**config.mk**
```make
export PLATFORM = sky130hd
export DESIGN_NAME = mem_arbiter
export DESIGN_NICKNAME = d
export VERILOG_FILES = /design/src/rtl/cpu_types_pkg.sv /design/src/rtl/wait_counter.sv /design/src/rtl/mem_arbiter.sv
export SDC_FILE = /design/constraint.sdc
export NUM_CORES = 1
export LEC_CHECK = 0
export ABC_AREA = 1
export CAP_MARGIN = 20
export CORE_AREA = 4 4 100 102
export DETAILED_ROUTE_END_ITERATION = 12
export DIE_AREA = 0 0 104 106
export PLACE_DENSITY = 0.71
export REMOVE_ABC_BUFFERS = 1
export SETUP_SLACK_MARGIN = 0.2
export SLEW_MARGIN = 30
export SYNTH_ARGS = -nofsm -noshare
export SYNTH_HDL_FRONTEND = slang
export SYNTH_SLANG_ARGS = --single-unit
```
**constraint.sdc**
```tcl
create_clock -name CLK -period 4.8 [get_ports CLK]
set_input_delay 1.44 -clock CLK [delete_from_list [all_inputs] [get_ports CLK]]
set_output_delay 1.44 -clock CLK [all_outputs]
set_load 0.1 [all_outputs]
```
**src/rtl/cpu_types_pkg.sv**
```systemverilog
// Shared CPU-side types: RAM handshake status, memory arbiter states and
// the default access timeout.
package cpu_types_pkg;

  localparam int ARB_TIMEOUT_DEFAULT = 16;

  typedef enum logic [1:0] {
    FREE   = 2'b00,
    BUSY   = 2'b01,
    ACCESS = 2'b10,
    ERROR  = 2'b11
  } ramstate_t;

  typedef enum logic [1:0] {
    ARB_IDLE  = 2'b00,
    ARB_DATA  = 2'b01,
    ARB_INSTR = 2'b10
  } arb_state_t;

endpackage

```
**src/rtl/wait_counter.sv**
```systemverilog
// Saturating wait counter for the memory arbiter; expired_o flags the last
// cycle an access may wait for the RAM.
module wait_counter
  import cpu_types_pkg::*;
#(
  parameter int TIMEOUT = ARB_TIMEOUT_DEFAULT
) (
  input  logic CLK,
  input  logic RST,
  input  logic clr_i,
  input  logic en_i,
  output logic expired_o
);

  localparam int W = (TIMEOUT > 1) ? $clog2(TIMEOUT) : 1;
  localparam logic [W-1:0] LAST = W'(TIMEOUT - 1);

  logic [W-1:0] count_q, count_d;

  // NOTE: count_d takes its hold value first so no path leaves it unassigned
  // and no latch is inferred.
  always_comb begin
    count_d = count_q;
    if (clr_i) begin
      count_d = '0;
    end else if (en_i && (count_q != LAST)) begin
      count_d = count_q + W'(1);
    end
  end

  // NOTE: registers use non-blocking assignment so every flop samples the
  // pre-edge value of its neighbours.
  always_ff @(posedge CLK or posedge RST) begin
    if (RST) begin
      count_q <= '0;
    end else begin
      count_q <= count_d;
    end
  end

  assign expired_o = (count_q == LAST);

endmodule

```
**src/rtl/mem_arbiter.sv**
```systemverilog
// Single-port RAM arbiter between instruction and data caches: data has
// priority, the owner is locked until hit, error, abort or timeout.
module mem_arbiter
  import cpu_types_pkg::*;
#(
  parameter int TIMEOUT = ARB_TIMEOUT_DEFAULT
) (
  input  logic        CLK,
  input  logic        RST,
  input  logic        iREN,
  input  logic [31:0] iaddr,
  output logic [31:0] iload,
  output logic        ihit,
  input  logic        dREN,
  input  logic        dWEN,
  input  logic [31:0] daddr,
  input  logic [31:0] dstore,
  output logic [31:0] dload,
  output logic        dhit,
  output logic        ramREN,
  output logic        ramWEN,
  output logic [31:0] ramaddr,
  output logic [31:0] ramstore,
  input  logic [31:0] ramload,
  input  ramstate_t   ramstate,
  output logic        err
);

  arb_state_t state_q, state_d;
  logic       err_q, err_d;
  logic       owner_req;
  logic       expired;

  wait_counter #(.TIMEOUT(TIMEOUT)) u_wait_counter (
    .CLK       (CLK),
    .RST       (RST),
    .clr_i     (state_d == ARB_IDLE),
    .en_i      (state_q != ARB_IDLE),
    .expired_o (expired)
  );

  always_comb begin
    state_d   = state_q;
    err_d     = err_q;
    owner_req = 1'b0;
    ramREN    = 1'b0;
    ramWEN    = 1'b0;
    ramaddr   = '0;
    ramstore  = '0;
    ihit      = 1'b0;
    dhit      = 1'b0;
    iload     = '0;
    dload     = '0;

    unique case (state_q)
      ARB_IDLE: begin
        if (dREN || dWEN) begin
          state_d = ARB_DATA;
        end else if (iREN) begin
          state_d = ARB_INSTR;
        end
      end
      ARB_DATA: begin
        owner_req = dREN || dWEN;
        ramaddr   = daddr;
        ramstore  = dstore;
        ramWEN    = dWEN;
        ramREN    = dREN && !dWEN;
        dhit      = owner_req && (ramstate == ACCESS);
        if (dhit) dload = ramload;
      end
      ARB_INSTR: begin
        owner_req = iREN;
        ramaddr   = iaddr;
        ramREN    = iREN;
        ihit      = owner_req && (ramstate == ACCESS);
        if (ihit) iload = ramload;
      end
      default: state_d = ARB_IDLE;
    endcase

    // A dropped request wins over any RAM response; a late ACCESS beats timeout.
    if (state_q != ARB_IDLE) begin
      if (!owner_req || (ramstate == ACCESS)) begin
        state_d = ARB_IDLE;
      end else if ((ramstate == ERROR) || expired) begin
        err_d   = 1'b1;
        state_d = ARB_IDLE;
      end
    end
  end

  always_ff @(posedge CLK or posedge RST) begin
    if (RST) begin
      state_q <= ARB_IDLE;
      err_q   <= 1'b0;
    end else begin
      state_q <= state_d;
      err_q   <= err_d;
    end
  end

  assign err = err_q;

endmodule

```
==> results of run 1 <==
==> Yosys cell counts <==
cell        n  area, µm²
a21boi_0    1      7.510
o21bai_1    1      7.510
and3_1      1      6.260
inv_2       5      18.77
nor2_1     62      232.7
buf_2       8      40.04
nand2_1   109      409.1
nand3_1     1      5.000
clkbuf_1    5      18.77
o21bai_2    1      11.26
buf_6       6      67.56
xor2_1      3      26.28
nor2_2     11      68.82
inv_1      74      277.8
a21oi_1    33      165.2
ha_1        5      62.56
nand2_2     1      6.260
buf_4       1      7.510
nor2_4      2      22.52
o21ai_2     2      17.52
nand3b_1    1      7.510
o21ai_0     2      10.01
dfrtp_1     7      175.2
nand4_1     1      6.260
==> critical path, cell delays in order <==
cell and delay, ns:
clkdlybuf4s50_1 0.50, inv_2 0.05, nor2_4 0.08, inv_2 0.05, nor2_2 0.16, inv_2 0.24
nor2_1 0.26, buf_12 0.21
==> metal layers <==
layer | up-vias | routed length (µm)
li1 | 1486 | -
met1 | 1240 | 3676
met2 | 109 | 5664
met3 | 16 | 572
met4 | 0 | 207
met5 | - | 0
==> power by group <==
part / leakage, nW / switching [mW] / internal (mW)
registers: 0.0932 / 0.0168 / 0.0759
clock network: 0.0228 / 0.0245 / 0.0574
logic: 2.36 / 1.84 / 0.535
total: 2.48 / 1.88 / 0.669
==> logic make-up after synthesis <==
family / after synthesis / synth area share
buffers and inverters: 99 / 0.2565
xor gates and xnor gates: 3 / 0.01566
adders and majority gates: 5 / 0.03729
AOI/OAI and AO/OA: 40 / 0.1305
DFF: 7 / 0.1044
and+or+nand+nor: 189 / 0.4556
==> per-stage QoR <==
stage                     cell area (µm²)  setup WS, ns
final                                4966        0.3398
after global routing                 4966        0.2037
after CTS                            4951        0.2546
after detailed placement             4906        0.2533
after global placement               4906        0.2961
after floorplan                      1544       -0.9210
==> timing repair <==
item / CTS / global route
resized for setup: 0 / 3
setup endpoints to repair: 0 / 23
setup buffers: 0 / 0
==> sequential cells by signal (all words and copies together), names as in the netlist <==
register	cells
err	1
state_q	2
u_wait_counter.count_q	4
==> final cells by class <==
type / count / area, µm²
clock buffers: 4 / 45.04
fillers: 853 / 4143
inverters: 79 / 299.0
multi-input cells: 237 / 1087
flip-flops and latches: 7 / 175.2
well taps: 111 / 138.9
repair buffers: 269 / 3221
==> how the worst max path moves through the flow <==
stage	from	to	slack [ns]	depth (start not counted)
global placement	ramstate[1]	dload[30]	0.30	8
CTS	dWEN	dload[15]	0.25	6
finish	ramstate[1]	iload[26]	0.34	8
global route	ramstate[1]	iload[17]	0.20	8
detailed placement	dWEN	dload[15]	0.25	6
floorplan	ramstate[1]	dload[0]	-0.92	6
==> out/qor.csv, run 1 <==
stage,metric,value,unit
drt,drcViolationCount,0,
worst_setup_path,path_class,input port to output pin,
final_layout,antennaDiodeCount,0,
placement,gp_congestion,0.8284,
global_route,antenna_found_initial,0,
drt,ant_nets,0,
worst_hold_path,hold_depth,1,
floorplanning,core_area,9109,µm²
cts,cts_tree,yes,
worst_setup_path,cp.required,3.36,ns
cts,cts_max_path_buffers,2,
cts,clk_pin_slew,0.04,ns
timing,period_share,0.9292,
timing,min_period,4.460,ns
timing,hold_ws,0.4798,ns
timing,tightest_slew,0.9715,ns
worst_hold_path,holdPathEnd,err,
worst_setup_path,rr_startpoint,state_q[0],
drt,vias,2851,
cts,insertion_delay,0.23,ns
drt,dr.first_iter.drc_count,89,
logic_synthesis,synth.yosys.seq_area_share,0.1044,
logic_synthesis,syn_inst,343,
placement,place_inst,703,
worst_hold_path,hold_start,err,
floorplanning,fp.dieW,104,µm
status,status,finished clean,
floorplanning,rows,35,
cts,htree_levels,1,
global_route,overflow,0,
power,peakVddDrop,0.3984,mV
timing,skew,0.001396,ns
floorplanning,num_io_pins,268,
final_layout,finalNetCount,737,
worst_setup_path,reg2reg_to,u_wait_counter.count_q[3],
timing,finalSetupViolCount,0,
global_route,use_met3,0.03461,
logic_synthesis,yosysUniqueCellTypes,24,
timing,setup-tns-final,0,ns
drt,via_per_inst,4.033,
global_route,top_usage_layer,met2,
worst_hold_path,holdCritPathClass,flip-flop to flip-flop,
final_layout,areaGrowthSynthToFinish,196.0,%
global_route,first_global_vias,2787,
worst_setup_path,cp_max_fo,32,
timing,drv_slew,0,
final_layout,finish.utilization,0.5452,
global_route,met1_usage,0.1761,
logic_synthesis,yosysWarningCount,0,
cts,cts_buffers,3,
placement,hpwl,8764,µm
timing,max_clock_freq,224.2,MHz
power,leakagePower,2.479,nW
logic_synthesis,syn_avg_cell_area,4.892,µm²
cts,clock_sinks,7,
placement,io_buffers,267,
cts,postCtsHoldBufs,0,
global_route,grtUsageMet2,0.3440,
timing,relSlewSlack,0.3503,
drt,totalWireLength,10120,µm
floorplanning,fp.dieArea,11020,µm²
worst_setup_path,critPathCaptureType,output pin,
timing,hold_viol_final,0,
final_layout,final_cell_mix,"135 x clkdlybuf4s50_1, 109 x nand2_1, 74 x inv_1, 69 x buf_12, 65 x buf_4",
global_route,grt_max_degree,63,
worst_setup_path,arrival,3.02,ns
global_route,grt_use_total,0.1689,
job,maxCapViolCount,0,
floorplanning,die_y,106,µm
worst_setup_path,timing.reg2reg.setup_slack,2.86,ns
final_layout,drive_gt1_frac,0.2701,
drt,firstDrtPassIters,4,
power,total_power,2.549,mW
floorplanning,start_util,0.1842,
logic_synthesis,synth-seq-cells,7,
cts,cts_root_buf,clkbuf_8,
drt,wl_per_cell,14.32,µm
final_layout,final_common_cell,clkdlybuf4s50_1,
power,power_density,513.3,nW/µm²
worst_setup_path,worstRegToRegCells,8,
global_route,grt_pass1_wl,15110,µm
final_layout,layoutNonFillerInstCount,707,
timing,rsz0062_at_grt,no,
worst_setup_path,cp-start-kind,input port,
logic_synthesis,syn_area,1678,µm²
Note: power is estimated with default switching activity, not from simulation.
==> inputs of run 2 (changes only) <==
--- a/config.mk
+++ b/config.mk
@@ -12,7 +12,7 @@
 export DIE_AREA = 0 0 104 106
 export PLACE_DENSITY = 0.71
 export REMOVE_ABC_BUFFERS = 1
-export SETUP_SLACK_MARGIN = 0.2
+export SETUP_SLACK_MARGIN = 0.05
 export SLEW_MARGIN = 30
 export SYNTH_ARGS = -nofsm -noshare
 export SYNTH_HDL_FRONTEND = slang
==> out/qor.csv, run 2 (synthesis gave the netlist of run 1 again) <==
stage,metric,value,unit,change
floorplanning,core_area,9109,µm²,unchanged
timing,finalSetupViolCount,0,,unchanged
cts,cts_resized,0,,unchanged
drt,drcViolationCount,0,,unchanged
worst_setup_path,cp-start-kind,input port,,unchanged
global_route,antenna_found_initial,0,,unchanged
drt,ant_nets,0,,unchanged
cts,htree_levels,1,,unchanged
placement,placed_area,4906,µm²,unchanged
timing,relSlewSlack,0.3503,,unchanged
floorplanning,die_y,106,µm,unchanged
timing,setup-tns-final,0,ns,unchanged
power,leakagePower,2.479,nW,about the same
floorplanning,rows,35,,unchanged
power,total_power,2.548,mW,was 2.549 mW
final_layout,largest_reg_flops,4,,unchanged
final_layout,finalNetCount,737,,unchanged
global_route,grtUsageMet2,0.3440,,unchanged
placement,hpwl,8764,µm,unchanged
floorplanning,fp.dieArea,11020,µm²,unchanged
timing,hold_viol_final,0,,unchanged
timing,skew,0.001375,ns,was 0.001396 ns
floorplanning,num_io_pins,268,,unchanged
power,power_density,513.5,nW/µm²,was 513.3 nW/µm²
timing,rsz0062_at_grt,no,,unchanged
cts,clk_pin_slew,0.04,ns,about the same
worst_hold_path,holdCritPathClass,flip-flop to flip-flop,,unchanged
cts,clock_sinks,7,,unchanged
timing,tightest_slew,0.9715,ns,unchanged
global_route,grt_pass1_wl,15110,µm,unchanged
global_route,top_usage_layer,met2,,unchanged
cts,cts_buffers,3,,unchanged
cts,post_cts_buffers,0,,unchanged
worst_setup_path,arrival,3.10,ns,was 3.02 ns
timing,period_share,0.9461,,was 0.9292
worst_setup_path,worstRegToRegCells,8,,unchanged
final_layout,top_register,u_wait_counter.count_q,,unchanged
floorplanning,start_util,0.1842,,unchanged
drt,wl_per_cell,14.29,µm,was 14.32 µm
global_route,first_global_vias,2787,,unchanged
cts,cts_max_path_buffers,2,,unchanged
final_layout,antennaDiodeCount,0,,unchanged
final_layout,drive_gt1_frac,0.2685,,was 0.2701
drt,vias,2847,,was 2851
worst_setup_path,path_class,input port to output pin,,unchanged
global_route,grt_use_total,0.1689,,unchanged
worst_hold_path,hold_depth,1,,unchanged
drt,dr.first_iter.drc_count,75,,was 89
timing,drv_slew,0,,unchanged
status,status,finished clean,,unchanged
global_route,grt_max_degree,63,,unchanged
cts,cts_root_buf,clkbuf_8,,unchanged
cts,insertion_delay,0.23,ns,about the same
global_route,use_met3,0.03461,,unchanged
worst_setup_path,critPathCaptureType,output pin,,unchanged
global_route,met1_usage,0.1761,,unchanged
global_route,overflow,0,,unchanged
timing,max_clock_freq,220.2,MHz,was 224.2 MHz
final_layout,areaGrowthSynthToFinish,195.7,%,was 196.0%
placement,io_buffers,267,,unchanged
final_layout,postLayoutCellArea,4961,µm²,was 4966 µm²
final_layout,finish.utilization,0.5446,,was 0.5452
timing,min_period,4.541,ns,was 4.460 ns
drt,firstDrtPassIters,4,,unchanged
placement,gp_congestion,0.8284,,unchanged
job,maxCapViolCount,0,,unchanged
power,peakVddDrop,0.3989,mV,was 0.3984 mV
drt,via_per_inst,4.027,,was 4.033
worst_setup_path,cp_max_fo,32,,unchanged
final_layout,final_common_cell,clkdlybuf4s50_1,,unchanged
drt,totalWireLength,10100,µm,was 10120 µm
final_layout,final_cell_mix,"135 x clkdlybuf4s50_1, 109 x nand2_1, 74 x inv_1, 69 x buf_12, 65 x buf_4",,unchanged
cts,postCtsHoldBufs,0,,unchanged
floorplanning,fp.dieW,104,µm,unchanged
cts,cts_tree,yes,,unchanged
worst_setup_path,cp.required,3.36,ns,about the same
## run 2: cell counts in the layout (fill, tap and decap cells not counted)
Identical to the previous run, type by type.
## run 2: area by class of cell
class,instances,area (µm²)
clock buffer,4,45.04
fill,855,4148
inverter,79,296.5
multi-input combinational,237,1085
sequential,7,175.2
tap,111,138.9
timing repair buffer,269,3221
## run 2: where the power goes
group          switching (mW)  internal [mW]  total, mW  leakage, nW
registers              0.0166         0.0759     0.0926       0.0932
clock network          0.0245         0.0574     0.0818       0.0228
logic                    1.84          0.535       2.37         2.36
total                    1.88          0.668       2.55         2.48
## run 2: worst paths after layout
kind | from | end | slack [ns]
max reg2reg | state_q[0] | u_wait_counter.count_q[3] | 2.86
min in group asynchronous | RST | u_wait_counter.count_q[3] | 1.45
max in group asynchronous | RST | state_q[1] | 3.14
min reg2reg | err | err | 0.48
max | dWEN | dload[15] | 0.26
min | err | err | 0.48
## run 2: metal layers
layer  wire length, µm  vias to the layer above
met3               603                       16
met1              3633                     1231
li1                  -                     1485
met5                 0                        -
met4               207                        0
met2              5657                      115
## run 2: through the flow
| stage | std cells | hold slack, ns | setup WS, ns |
|---|---|---|---|
| 6_report | 707 | 0.4798 | 0.2585 |
| 5_1_grt | 707 | 0.5154 | 0.1139 |
| 4_1_cts | 707 | 0.4809 | 0.2546 |
| 3_5_place_dp | 703 | 0.4675 | 0.2533 |
| 3_3_place_gp | 703 | 0.4684 | 0.2961 |
| 2_1_floorplan | 323 | 0.5193 | -0.9210 |
## run 2: critical path, cell delays in order
cell             delay, ns
clkdlybuf4s50_1       0.49
o21ai_2               0.23
nor2_2                0.08
inv_2                 0.47
nor2_1                0.17
buf_12                0.21
